[src/rtl/s_bram_pkg.sv]
// Shared constants and phase encoding for the S state BRAM sequencer and its port mux.
package s_bram_pkg;

    localparam int NUM_WORDS = 25;  // state words loaded, permuted and emitted (1..64)
    localparam int DW        = 64;  // data width
    localparam int AW        = 6;   // BRAM address width

    // Phase select driven on cstate; the port mux decodes the same values.
    typedef enum logic [3:0] {
        IDLE   = 4'd0,
        ACCEPT = 4'd1,
        ROUND  = 4'd2,
        OUTPUT = 4'd3
    } s_state_e;

endpackage

[src/rtl/s_out_skid_fifo.sv]
// Two-entry skid FIFO that catches BRAM read data during the OUTPUT phase.
module s_out_skid_fifo
    import s_bram_pkg::*;
#(
    parameter int W = DW
) (
    input  logic         clk,
    input  logic         rst_n,
    input  logic         clr,
    input  logic         push,
    input  logic [W-1:0] push_data,
    input  logic         pop,
    output logic [W-1:0] head,
    output logic [1:0]   count
);

    logic [W-1:0] mem_q [2];
    logic [W-1:0] mem_d [2];
    logic         wr_ptr_q, wr_ptr_d;
    logic         rd_ptr_q, rd_ptr_d;
    logic [1:0]   count_q, count_d;
    logic         do_push, do_pop;

    // A pop frees a slot in the same cycle, so a full FIFO can still take a push.
    assign do_pop  = pop && (count_q != 2'd0);
    assign do_push = push && ((count_q != 2'd2) || do_pop);
    assign head    = mem_q[rd_ptr_q];
    assign count   = count_q;

    // Next-state for storage, pointers and occupancy.
    always_comb begin
        mem_d    = mem_q;
        wr_ptr_d = wr_ptr_q;
        rd_ptr_d = rd_ptr_q;
        count_d  = count_q;
        if (clr) begin
            wr_ptr_d = 1'b0;
            rd_ptr_d = 1'b0;
            count_d  = 2'd0;
        end else begin
            if (do_push) begin
                mem_d[wr_ptr_q] = push_data;
                wr_ptr_d        = ~wr_ptr_q;
            end
            if (do_pop) begin
                rd_ptr_d = ~rd_ptr_q;
            end
            case ({do_push, do_pop})
                2'b10:   count_d = count_q + 2'd1;
                2'b01:   count_d = count_q - 2'd1;
                default: count_d = count_q;
            endcase
        end
    end

    // FIFO registers; the entries reset to zero so the head reads zero out of reset.
    always_ff @(posedge clk or negedge rst_n) begin
        if (!rst_n) begin
            mem_q[0] <= '0;
            mem_q[1] <= '0;
            wr_ptr_q <= 1'b0;
            rd_ptr_q <= 1'b0;
            count_q  <= 2'd0;
        end else begin
            mem_q    <= mem_d;
            wr_ptr_q <= wr_ptr_d;
            rd_ptr_q <= rd_ptr_d;
            count_q  <= count_d;
        end
    end

endmodule

[src/rtl/s_bram_ctrl.sv]
// Sequencer for the S state BRAM: load words, hand off to the round engine, stream results out.
//
// Handshakes: a word moves on s_valid && s_ready (input) or m_valid && m_ready (output);
// the sender holds valid and data stable until the transfer, and ready may change freely.
module s_bram_ctrl
    import s_bram_pkg::*;
(
    input  logic          clk,
    input  logic          rst_n,
    input  logic          s_valid,
    output logic          s_ready,
    input  logic [DW-1:0] s_data,
    output logic [3:0]    cstate,
    output logic          in_WEn,
    output logic [AW-1:0] in_WAd,
    output logic [DW-1:0] in_WData,
    output logic [AW-1:0] out_RAd,
    input  logic [DW-1:0] S_RData,
    output logic          round_start,
    input  logic          round_done,
    output logic          m_valid,
    input  logic          m_ready,
    output logic [DW-1:0] m_data,
    output logic          m_last,
    output logic          busy
);

    localparam int            LAST_I   = NUM_WORDS - 1;
    localparam logic [AW-1:0] LAST_IDX = LAST_I[AW-1:0];
    localparam logic [AW:0]   NUM_W    = NUM_WORDS[AW:0];

    s_state_e      state_q, state_d;
    logic [AW-1:0] wr_cnt_q, wr_cnt_d;
    logic [AW:0]   rd_cnt_q, rd_cnt_d;    // one extra bit so it can reach NUM_WORDS
    logic [AW-1:0] out_cnt_q, out_cnt_d;  // index of the word at the FIFO head
    logic          round_start_q, round_start_d;
    logic          inflight_q, inflight_d;
    logic          s_hs, fifo_pop, fifo_clr, rd_issue;
    logic [1:0]    fifo_count;
    logic [2:0]    pending;
    logic [DW-1:0] fifo_head;

    assign cstate      = state_q;
    assign busy        = (state_q != IDLE);
    assign round_start = round_start_q;

    // Write side is combinational so a word lands in the BRAM in its handshake cycle.
    assign s_ready  = (state_q == ACCEPT);
    assign s_hs     = s_valid && s_ready;
    assign in_WEn   = s_hs;
    assign in_WAd   = s_ready ? wr_cnt_q : '0;
    assign in_WData = s_ready ? s_data : '0;

    assign m_valid  = (fifo_count != 2'd0);
    assign m_data   = fifo_head;
    assign m_last   = m_valid && (out_cnt_q == LAST_IDX);
    assign fifo_pop = m_valid && m_ready;

    // Occupancy the FIFO will have once this cycle's pop and the in-flight read settle;
    // counting the pop lets a new read go out every cycle while m_ready stays high.
    assign pending  = {1'b0, fifo_count} - {2'b00, fifo_pop} + {2'b00, inflight_q};
    assign rd_issue = (state_q == OUTPUT) && (rd_cnt_q < NUM_W) && (pending < 3'd2);
    assign out_RAd  = ((state_q == OUTPUT) && (rd_cnt_q < NUM_W)) ? rd_cnt_q[AW-1:0] : '0;

    s_out_skid_fifo #(.W(DW)) u_fifo (
        .clk       (clk),
        .rst_n     (rst_n),
        .clr       (fifo_clr),
        .push      (inflight_q),
        .push_data (S_RData),
        .pop       (fifo_pop),
        .head      (fifo_head),
        .count     (fifo_count)
    );

    // Phase sequencing and counter updates.
    always_comb begin
        state_d       = state_q;
        wr_cnt_d      = wr_cnt_q;
        rd_cnt_d      = rd_cnt_q;
        out_cnt_d     = out_cnt_q;
        round_start_d = 1'b0;
        inflight_d    = rd_issue;
        fifo_clr      = 1'b0;
        case (state_q)
            IDLE: begin
                if (s_valid) state_d = ACCEPT;
            end
            ACCEPT: begin
                if (s_hs) begin
                    if (wr_cnt_q == LAST_IDX) begin
                        wr_cnt_d      = '0;
                        state_d       = ROUND;
                        round_start_d = 1'b1;
                    end else begin
                        wr_cnt_d = wr_cnt_q + 1'b1;
                    end
                end
            end
            ROUND: begin
                // A done pulse coinciding with our own start pulse is stale.
                if (round_done && !round_start_q) begin
                    state_d    = OUTPUT;
                    rd_cnt_d   = '0;
                    out_cnt_d  = '0;
                    fifo_clr   = 1'b1;
                    inflight_d = 1'b0;
                end
            end
            OUTPUT: begin
                if (rd_issue) rd_cnt_d = rd_cnt_q + 1'b1;
                if (fifo_pop) begin
                    if (m_last) begin
                        state_d    = IDLE;
                        rd_cnt_d   = '0;
                        out_cnt_d  = '0;
                        fifo_clr   = 1'b1;
                        inflight_d = 1'b0;
                    end else begin
                        out_cnt_d = out_cnt_q + 1'b1;
                    end
                end
            end
            default: state_d = IDLE;
        endcase
    end

    // Controller registers.
    always_ff @(posedge clk or negedge rst_n) begin
        if (!rst_n) begin
            state_q       <= IDLE;
            wr_cnt_q      <= '0;
            rd_cnt_q      <= '0;
            out_cnt_q     <= '0;
            round_start_q <= 1'b0;
            inflight_q    <= 1'b0;
        end else begin
            state_q       <= state_d;
            wr_cnt_q      <= wr_cnt_d;
            rd_cnt_q      <= rd_cnt_d;
            out_cnt_q     <= out_cnt_d;
            round_start_q <= round_start_d;
            inflight_q    <= inflight_d;
        end
    end

endmodule

[config.mk]
export PLATFORM = sky130hd
export DESIGN_NAME = s_bram_ctrl
export DESIGN_NICKNAME = d
export VERILOG_FILES = /design/src/rtl/s_bram_pkg.sv /design/src/rtl/s_out_skid_fifo.sv /design/src/rtl/s_bram_ctrl.sv
export SDC_FILE = /design/constraint.sdc
export NUM_CORES = 1
export LEC_CHECK = 0
export BUFFER_PORTS_ARGS = -buffer_cell sky130_fd_sc_hd__buf_2
export CAP_MARGIN = 20
export CORE_AREA = 4 4 183 96
export CTS_CLUSTER_DIAMETER = 40
export DETAILED_ROUTE_END_ITERATION = 10
export DIE_AREA = 0 0 187 100
export GPL_ROUTABILITY_DRIVEN = 0
export PLACE_DENSITY = 0.79
export SYNTH_ARGS = -nofsm -noshare
export SYNTH_HDL_FRONTEND = slang
export SYNTH_SLANG_ARGS = --single-unit
export TNS_END_PERCENT = 100
[constraint.sdc]
create_clock -name clk -period 3.35 [get_ports clk]
set_input_delay 0.67 -clock clk [delete_from_list [all_inputs] [get_ports clk]]
set_output_delay 0.67 -clock clk [all_outputs]
set_load 0.05 [all_outputs]
==> parameters.txt <==
Parameter                              Value

Die
  Total Die Area    0.0187 sq mm
  Initial cell density of the core    0.490
  Number of rows in the core area    33
  Top-Level Pins    283
  Core ar.    0.0160 sq mm
  Die extent in y    100 microns
  Die Wd    187 microns

Clock network
  Number of H-tree branching levels    4
  Longest Clk Path Bufs    2
  Root buffer cell    clkbuf_16
  Clock latency on the worst-skew pair    0.41 ns
  Number of buffers created by CTS    17
  Post-CTS setup buffer count    0
  Clock-pin slew on the worst setup and hold paths    0.06 ns
  CTS Sinks    155
  Post-CTS Hold Buffers    0
  Gates resized, CTS repair    0
  TritonCTS clock tree    yes

STA
  Maximum frequency from static timing analysis    335 MHz
  Minimum clock period    2.99 ns
  RSZ-0062 raised after global routing    false
  Portion of the clock cycle consumed by the worst path in the final layout    0.892
  Worst Slack Setup Final    0.362 ns
  TNS Setup    0 ns
  Max-slew violations    0
  Setup violators final    0
  Slew margin rel.    0.510
  Fin Clk Skew    0.0113 ns
  Transition at the pin with the smallest max-transition slack    0.736 ns
  Hold Vio Cnt, Final    0

Synthesis
  Number of flip-flops and latches in the synthesized netlist    155
  Compound-cell area share of the yosys netlist    0.0228
  Post-Synth Adder-Cell Area    0.0185
  Cells taking the most area after synthesis    dfrtp_1, mux2_2, mux2_4, and2_1, ha_1
  Async SR Flop Fraction    1.00
  Top-area cell type share of the netlist area    0.494
  Commonest cells in the netlist    dfrtp_1, mux2_2, and2_1
  Yosys synthesis warning count    0
  Syn_area_per_cell    13.2 sq um
  Leading area contributor after synthesis    dfrtp_1
  Part of the Yosys area used for sequential elements    0.494
  Post-synth top flop    dfrtp_1
  Area of the mapped netlist    0.00784 sq mm
  Number of distinct standard cells referenced by the synthesized netlist    48
  Number of enable-type register cells in the synthesized netlist    0
  Dominant combinational cell family by area after synthesis    multiplexers
  Cell count after synthesis    593
  Multiplexer fraction of the synthesized cell area    0.310
  Most frequently used cell type in the post-synthesis netlist    dfrtp_1
  Post-synthesis share of cell area spent on xor and xnor gates    0.00893
  Post-synthesis simple-gate area fraction    0.110

Detailed routing
  Highest Signal Layer    met4
  # DRC    0
  Number of nets with antenna violations after detailed routing    0
  Amount of wire on met2 after detailed routing    9.38 mm
  Routed len/inst    18.8 microns
  Total via count after detailed routing    5536
  WL met3    1.33 mm
  Number of DRC markers after the initial detailed-route iteration    204
  First-pass iteration count of the detailed router    6
  Final wirelength    20.5 mm
  Detailed-routing wirelength on met1    9.50 mm
  Vias per std cell    5.08

Global routing
  Total overflow reported by the global router    0
  Maximum number of pins on one net before global-route repair    79
  Via count of the first global-routing pass    5813
  First-pass GRT wire length    32.8 mm
  Initial antenna violation count    0
  GRT Resource Usage Total    0.222

Place
  Detail Placement HPWL    15.2 mm
  Port bufs    279
  Setup slack after placement    0.411 ns

Final layout
  Net count of the finished layout    1011
  Fill cell count    1277
  Antenna diode instance count    0
  Fraction of final layout cells with drive strength greater than 1    0.590
  Signed area change from the synthesized netlist to the final layout    27.4%

Worst setup path
  Worst-path maximum fanout    9
  Critical path launch point type    flip-flop
  Largest stage delay, worst path    0.55 ns
  Critical path startpoint    cstate[0]
  Data arrival at the endpoint of the critical path    2.32 ns
  R2R setup slack    0.55 ns
  Reg-to-reg critical path endpoint    rd_cnt_q[1]
  Worst setup path category    reg -> out
  Worst r2r path cells    10
  Kind of cell with the highest combined delay on the critical path    simple AND/OR/NAND/NOR gates
  Cell with the biggest individual delay on the critical path    nor3b_1
  Critical Path, Cell by Cell    ha_1 > nor3b_1 > and3_1 > buf_2
  Total buffers and inverters traversed by the critical path    1
  Total stage count of the critical path    4
  End of the critical path    out_RAd[1]
  Crit path required time    2.68 ns
  CP Capture Type    output port
  Startpoint of the worst register-to-register path    u_fifo.count[1]

Power and ir drop
  Peak supply drop    0.603 mV
  Leakage    5.14 nW
  Final total power    11.6 mW
  Cell area power density    1160 mW/mm^2

Job
  Max cap viols    0

Outcome
  Result of the run    completed

Worst hold path
  Worst hold path type    in -> async
-- kinds of logic after synthesis --
kind of cell	count (synthesis)
mux	196
buf+inv	47
xor+xnor	8
fa+ha+maj	11
flops	155
compound gates	27
simple gates	148
other cells	1
-- state kept, by name, indices dropped and copies added, names as in the netlist --
name             cells
cstate               2
inflight_q           1
out_cnt_q            6
rd_cnt_q             7
round_start          1
u_fifo.count         2
u_fifo.mem_q       128
u_fifo.rd_ptr_q      1
u_fifo.wr_ptr_q      1
wr_cnt_q             6
-- routing by layer --
layer | up-vias | global-route usage
li1 | 2592 | -
met2 | 169 | 0.350
met5 | - | 0
met4 | 0 | 0.0642
met3 | 22 | 0.0660
met1 | 2753 | 0.301
-- worst register-to-register path: cells and delay by family, from the launching register on --
family | cells | cell delay, ns
xor+xnor | 1 | 0.14
flops | 1 | 0.50
simple gates | 3 | 0.33
fa+ha+maj | 2 | 0.66
compound gates | 2 | 0.74
mux | 1 | 0.22
buf+inv | 1 | 0.09
-- power by group --
| group | switching [mW] | internal [mW] |
|---|---|---|
| logic | 4.29 | 2.23 |
| registers | 0.499 | 2.64 |
| clock network | 0.758 | 1.17 |
| total | 5.55 | 6.04 |
-- worst min-delay path by stage --
stage / from / endpoint / cells after the start
floorplan: rst_n / cstate[0] / 0
global placement: rd_cnt_q[5] / rd_cnt_q[5] / 1
detailed placement: rd_cnt_q[5] / rd_cnt_q[5] / 1
CTS: rst_n / u_fifo.mem_q[44] / 1
global route: rst_n / u_fifo.mem_q[108] / 1
finish: rst_n / u_fifo.mem_q[45] / 1
-- layout by cell type, fill, tap and decap left out, types with 2 or more instances in the layout --
cell type,count
or4_1,2
nand2b_1,5
ha_1,9
nor2b_1,3
a22o_1,2
buf_12,3
clkinv_2,3
and3_1,6
clkbuf_1,3
clkbuf_16,17
a21o_1,2
nand2_1,19
buf_4,7
and2_1,73
conb_1,3
buf_2,278
clkinv_4,2
xnor2_1,3
mux2_2,134
nor2_1,14
bufinv_16,3
a21oi_1,4
o21ai_0,9
nand4_1,7
nor3_1,5
xor2_1,5
clkinvlp_4,2
mux2_4,60
nand3_1,4
mux2i_1,2
inv_1,11
dfrtp_1,154
-- cell type report --
cell class | instances | area, sq um | area share
Timing Repair Buffer | 289 | 1520 | 0.152
Sequential cell | 155 | 3880 | 0.388
Inverter | 11 | 41.3 | 0.00413
Tap cell | 210 | 263 | 0.0263
Clock buffer | 20 | 437 | 0.0437
Multi-Input combinational cell | 393 | 3710 | 0.371
Clock inverter | 11 | 146 | 0.0147
-- stage by stage --
stage	util	cells	hold WS (ns)	cell area [sq um]
finish	0.624	1089	0.293	9990
detailed placement	0.587	1058	0.473	9410
floorplan	-	595	0.374	7850
CTS	0.624	1089	0.303	9990
global route	0.624	1089	0.334	9990
global placement	0.587	1058	0.470	9410
No activity file was read; power rests on OpenSTA's default activity.
